File: src/rtl/lin_buff_ctrl.sv
// lin_buff_ctrl
// Frame sequencer between the line-buffer kernel output and the HOG gradient
// stage. It arms one frame per start, forwards interior windows tagged with
// their top-left position and frame markers, drops row-wrap border windows,
// and then swallows the windows that straddle two frames before going idle.
module lin_buff_ctrl #(
   parameter int IMG_WIDTH    = 854,
   parameter int IMG_HEIGHT   = 480,
   parameter int BLOCK_WIDTH  = 3,
   parameter int BLOCK_HEIGHT = 3,
   parameter int COL_WIDTH    = 10,
   parameter int ROW_WIDTH    = 9
) (
   input  logic                 clk,
   input  logic                 rst,         // active-low, asynchronous
   input  logic                 start,
   input  logic                 k_valid,
   input  logic                 k_border,
   output logic                 k_ready,
   output logic                 m_valid,
   input  logic                 m_ready,
   output logic [COL_WIDTH-1:0] m_col,
   output logic [ROW_WIDTH-1:0] m_row,
   output logic                 m_sof,
   output logic                 m_eol,
   output logic                 m_eof,
   output logic                 busy,
   output logic                 frame_done,
   output logic                 border_err
);

   // Last valid top-left window position inside a frame.
   localparam logic [COL_WIDTH-1:0] LAST_COL = COL_WIDTH'(IMG_WIDTH - BLOCK_WIDTH);
   localparam logic [ROW_WIDTH-1:0] LAST_ROW = ROW_WIDTH'(IMG_HEIGHT - BLOCK_HEIGHT);

   // Number of windows between the last window of one frame and the first
   // window of the next; all of them mix pixels of two frames.
   localparam int SKIP = (BLOCK_HEIGHT - 1) * IMG_WIDTH + BLOCK_WIDTH - 1;

   // The flush reuses col/row as a raster counter over full image rows.
   // Its final drop lands at (BLOCK_WIDTH-2, BLOCK_HEIGHT-1); with a one-wide
   // kernel there is no partial row, so it ends at the end of the last full row.
   localparam int FL_ROW_I = (BLOCK_WIDTH > 1)  ? BLOCK_HEIGHT - 1 :
                             (BLOCK_HEIGHT > 1) ? BLOCK_HEIGHT - 2 : 0;
   localparam int FL_COL_I = (BLOCK_WIDTH > 1)  ? BLOCK_WIDTH - 2 : IMG_WIDTH - 1;

   localparam logic [COL_WIDTH-1:0] FL_LAST_COL = COL_WIDTH'(FL_COL_I);
   localparam logic [ROW_WIDTH-1:0] FL_LAST_ROW = ROW_WIDTH'(FL_ROW_I);
   localparam logic [COL_WIDTH-1:0] IMG_LAST_COL = COL_WIDTH'(IMG_WIDTH - 1);

   typedef enum logic [1:0] {
      ST_IDLE   = 2'd0,
      ST_STREAM = 2'd1,
      ST_FLUSH  = 2'd2
   } state_t;

   state_t               state_q;
   logic [COL_WIDTH-1:0] col_q;
   logic [ROW_WIDTH-1:0] row_q;
   logic                 start_pend_q;
   logic                 frame_done_q;
   logic                 border_err_q;

   // Next-value helpers for the position counters.
   logic [COL_WIDTH-1:0] col_d;
   logic [ROW_WIDTH-1:0] row_d;

   // Handshake/event decode.
   logic in_stream;
   logic in_flush;
   logic xfer;
   logic border_drop;
   logic flush_drop;
   logic col_at_last;
   logic row_at_last;
   logic flush_at_end;
   logic flush_row_end;

   assign in_stream     = (state_q == ST_STREAM);
   assign in_flush      = (state_q == ST_FLUSH);
   assign xfer          = in_stream & k_valid & ~k_border & m_ready;
   assign border_drop   = in_stream & k_valid & k_border;
   assign flush_drop    = in_flush & k_valid;
   assign col_at_last   = (col_q == LAST_COL);
   assign row_at_last   = (row_q == LAST_ROW);
   assign flush_at_end  = (col_q == FL_LAST_COL) & (row_q == FL_LAST_ROW);
   assign flush_row_end = (col_q == IMG_LAST_COL);

   // Counter advance values: +1 on the column, +1 on the row at a row wrap.
   always_comb begin
      col_d = col_q + COL_WIDTH'(1);
      row_d = row_q + ROW_WIDTH'(1);
   end

   // Kernel-side ready: idle back-pressures, border and flush windows are
   // always swallowed, interior windows pass the downstream ready straight through.
   always_comb begin
      k_ready = 1'b0;
      case (state_q)
         ST_STREAM: k_ready = k_border ? 1'b1 : m_ready;
         ST_FLUSH:  k_ready = 1'b1;
         default:   k_ready = 1'b0;
      endcase
   end

   // Downstream side: only interior windows while streaming; never looks at m_ready.
   assign m_valid = in_stream & k_valid & ~k_border;
   assign m_col   = col_q;
   assign m_row   = row_q;
   assign m_sof   = m_valid & (col_q == '0) & (row_q == '0);
   assign m_eol   = m_valid & col_at_last;
   assign m_eof   = m_valid & col_at_last & row_at_last;

   assign busy       = (state_q != ST_IDLE);
   assign frame_done = frame_done_q;
   assign border_err = border_err_q;

   // Frame sequencer: state, window position, pending start and status flags.
   always_ff @(posedge clk or negedge rst) begin
      if (!rst) begin
         state_q      <= ST_IDLE;
         col_q        <= '0;
         row_q        <= '0;
         start_pend_q <= 1'b0;
         frame_done_q <= 1'b0;
         border_err_q <= 1'b0;
      end else begin
         frame_done_q <= 1'b0;

         // A start while a frame is still running is remembered for later.
         if (start && (state_q != ST_IDLE)) begin
            start_pend_q <= 1'b1;
         end

         case (state_q)
            ST_IDLE: begin
               if (start || start_pend_q) begin
                  state_q      <= ST_STREAM;
                  start_pend_q <= 1'b0;
                  border_err_q <= 1'b0;
                  col_q        <= '0;
                  row_q        <= '0;
               end
            end

            ST_STREAM: begin
               if (xfer) begin
                  if (col_at_last) begin
                     col_q <= '0;
                     if (row_at_last) begin
                        row_q        <= '0;
                        state_q      <= (SKIP == 0) ? ST_IDLE : ST_FLUSH;
                        frame_done_q <= 1'b1;
                     end else begin
                        row_q <= row_d;
                     end
                  end else begin
                     col_q <= col_d;
                  end
               end
               // A border window is only legitimate right at a row wrap.
               if (border_drop && (col_q != '0)) begin
                  border_err_q <= 1'b1;
               end
            end

            ST_FLUSH: begin
               if (flush_drop) begin
                  if (flush_at_end) begin
                     col_q   <= '0;
                     row_q   <= '0;
                     state_q <= ST_IDLE;
                  end else if (flush_row_end) begin
                     col_q <= '0;
                     row_q <= row_d;
                  end else begin
                     col_q <= col_d;
                  end
               end
            end

            default: begin
               state_q <= ST_IDLE;
               col_q   <= '0;
               row_q   <= '0;
            end
         endcase
      end
   end

endmodule

File: config.mk
export PLATFORM = sky130hd
export DESIGN_NAME = lin_buff_ctrl
export DESIGN_NICKNAME = d
export VERILOG_FILES = /design/src/rtl/lin_buff_ctrl.sv
export SDC_FILE = /design/constraint.sdc
export NUM_CORES = 1
export LEC_CHECK = 0
export ABC_AREA = 1
export BUFFER_PORTS_ARGS = -buffer_cell sky130_fd_sc_hd__buf_2
export CORE_AREA = 10 10 74 100
export DETAILED_ROUTE_END_ITERATION = 10
export DIE_AREA = 0 0 84 110
export PLACE_DENSITY = 0.52
export SYNTH_ARGS = -nofsm -noshare
export SYNTH_HDL_FRONTEND = slang
export SYNTH_SLANG_ARGS = --single-unit
File: constraint.sdc
create_clock -name clk -period 1.71 [get_ports clk]
set_input_delay 0.171 -clock clk [delete_from_list [all_inputs] [get_ports clk]]
set_output_delay 0.171 -clock clk [all_outputs]
set_load 0.01 [all_outputs]
==> impl_metrics.csv <==
group,metric,value,unit
floorplanning,dieHeight,110,um
outcome,failed_checks,"setup timing",
yosys,seq_area_frac_synth,31.7,%
pwr,power_frac_comb,65.9,%
yosys,yosys_warnings,0,
floorplanning,initial_core_util,34.2,%
pwr,intPower,1.81,mW
route,via_per_inst,4.84,
sta,setup_viol,6,
worst_setup_path,path_depth,5,
layout,final_util,49.4,%
placed_design,port-buffer-count,32,
global_route,grt_pass1_wl,9540,um
sta,fin_worst_skew,5.82,ps
pwr,p_switching,1.47,mW
route,drtIter0Drc,87,
sta,rsz0062_at_grt,"yes",
sta,period_share,101,%
yosys,synth.largest_area_cell,"dfrtp_1",
worst_setup_path,path_buf_inv,1,
yosys,syn_area_per_cell,6.81,um2
yosys,synth_area,1890,um2
floorplanning,core_area,5530,um2
yosys,synth_edf_count,0,
global_route,overflow,0,
yosys,yosys.cell_types.count,34,
worst_setup_path,reg2reg_depth,11,
layout,multi_input_area,1230,um2
clock_network,clockBufferDepth,2,
outcome,outcome,"complete, but fails checks",
layout,areaGrowthSynthToFinish,44.3,%
sta,tns,-50.6,ps
global_route,antenna_found_initial,0,
floorplanning,ios,33,
yosys,async_flop_share,100,%
floorplanning,dieArea,9240,um2
route,drcViolationCount,0,
worst_setup_path,arrival,1560,ps
worst_setup_path,cp-end-kind,"output pin",
pwr,switching_share,44.8,%
clock_network,clock_latency,280,ps
yosys,yosysTopAreaCellShare,31.7,%
clock_network,cts.sinks,24,
floorplanning,fp-row-count,32,
route,first_pass_iters,4,
clock_network,h-tree-depth,1,
sta,clock.fmax,0.579,GHz
worst_setup_path,crit_family,"simple AND/OR/NAND/NOR gates",
sta,slew_viol_final,0,
layout,nets,377,
clock_network,numCtsBuffers,3,
clock_network,clk_pin_slew,90,ps
hold_path,whs_path_depth,3,
worst_setup_path,crit_type,"reg -> out",
route,num_vias,2067,
yosys,synth.top_cells.by_count,"nand2_1, inv_1, nand3_1, nor2_1, dfrtp_1",
route,wire_per_inst,13.9,um
sta,hold_violations,0,
yosys,ys.flop_type,"dfrtp_1",
pwr,ir_worst_vdd,656,uV
pwr,p_clk_share,12.5,%
yosys,synth_fp_nets,295,
worst_setup_path,startpoint_type,"flip-flop",
pwr,powerDensity,1200,nW/um2
yosys,syn-instance-count,278,
placed_design,hpwl,4350,um
global_route,track_usage,12.4,%
yosys,synth.area.top_cells,"dfrtp_1, nand2_1, nand3_1, inv_1, ha_1",
pwr,p_leak,1.46,nW
sta,setup_slack,-16.8,ps
clock_network,cts_root_buf,"clkbuf_8",
worst_setup_path,crit_chain,"nor2_4 > nand3_2 > nor3_2 > nor3b_2 > buf_2",
yosys,synth-seq-cells,24,
clock_network,cts_tree,"yes",
hold_path,hold_class,"in -> reg",
layout,diodes,0,
pwr,p_seq_share,21.5,%
worst_setup_path,max_stage_delay,450,ps
run,drv_cap,0,
worst_setup_path,crit_path_max_fanout,4,
layout,fill_cells,575,
global_route,grt_pass1_vias,2116,
sta,worstMarginPinSlew,569,ps
layout,drive_above_1_share,41.5,%
yosys,yosysMostFrequentCell,"nand2_1",
floorplanning,fp.dieW,84,um
worst_setup_path,slowest_stage,"dfrtp_2",
sta,max_slew_margin,62.1,%
placed_design,place_congestion,0.855,
sta,period_minus_slack,1730,ps
route,drt_wl_total,5920,um
worst_setup_path,critPathRequiredTime,1540,ps
route,ant_nets,0,
layout,regArea,611,um2
global_route,grt_max_degree,25,
[what timing repair did]
action | 4_1_cts | 5_1_grt
pin swaps | 8 | 16
setup endpoints to repair | 8 | 25
setup buffers | 10 | 14
hold buffers | 1 | 0
hold endpoints to repair | 24 | 0
gates cloned | 0 | 1
resized for setup | 18 | 40
[worst paths after layout]
check | from | end | slack [ps]
worst max register to register | state_q[1] | m_row[2] | -10
max in group asynchronous | rst | m_col[6] | 890
worst min-delay path | start | start_pend_q | 150
min in group asynchronous | rst | m_col[7] | 410
worst min register to register | border_err | border_err | 480
worst max-delay path | m_col[2] | m_sof | -20
[worst min-delay path, cell delays in order]
cell and delay (ps):
buf_2 90, nor2_1 50, nor2_1 80
[per-layer routing]
layer  track usage [%]  wire length, um  vias up
li1                  -                -     1052
met1              12.6             2260      978
met2              24.6             3420       29
met3              1.54              139        8
met4              5.76              105        0
met5                 0                0        -
[area by class of cell]
| type | instances | area share, % |
|---|---|---|
| repair inverters | 1 | 0.229 |
| inverters | 41 | 5.91 |
| well taps | 68 | 3.12 |
| clock buffers | 4 | 2.02 |
| multi-input cells | 206 | 45.2 |
| repair buffers | 83 | 21.2 |
| flip-flops and latches | 24 | 22.4 |
[flip-flops by register name, indices dropped and copies added, names as in the netlist]
name / flops
state_q: 2
frame_done: 1
start_pend_q: 1
m_col: 10
border_err: 1
m_row: 9
[power groups by stage]
stage | logic, mW | clock network [mW] | registers [mW]
after global placement | 1.54 | 0 | 0.708
after floorplan | 0.911 | 0 | 0.725
after CTS | 1.72 | 0.425 | 0.701
after global routing | 2.36 | 0.448 | 0.719
final | 2.17 | 0.412 | 0.708
after detailed placement | 1.54 | 0 | 0.712
[placed cells by master (no fill, tap or decap), types with 6 or more instances in the layout]
master    n
a21oi_1   7
buf_2    32
buf_4    46
dfrtp_1  16
dfrtp_2   8
inv_1    27
inv_2    13
nand2_1  71
nand2_2   6
nand3_1  32
nand4_1  10
nor2_1   20
nor2_2    8
o21ai_0   6
[through the flow]
| stage | area, um2 | power (mW) | setup slack (ps) | instances | hold slack, ps |
|---|---|---|---|---|---|
| 6_report | 2730 | 3.29 | -16.8 | 427 | 153 |
| 5_1_grt | 2730 | 3.53 | -116 | 427 | 150 |
| 4_1_cts | 2490 | 2.85 | -103 | 412 | 158 |
| 3_5_place_dp | 2290 | 2.26 | -40.8 | 397 | 214 |
| 3_3_place_gp | 2290 | 2.25 | 25.2 | 397 | 209 |
| 2_1_floorplan | 1890 | 1.64 | 33.5 | 278 | -125 |
[cell families (layout without fill, tap and decap cells)]
logic type | Yosys count | count (layout) | share of synthesized area (%)
AND/OR/NAND/NOR | 167 | 167 | 40.1
buffers and inverters | 48 | 129 | 11.1
flip-flops | 24 | 24 | 31.7
AO/OA/AOI/OAI | 22 | 22 | 6.95
adder cells (fa/ha/maj) | 11 | 11 | 7.28
XOR/XNOR | 6 | 6 | 2.78
Note: power is estimated with default switching activity, not from simulation.
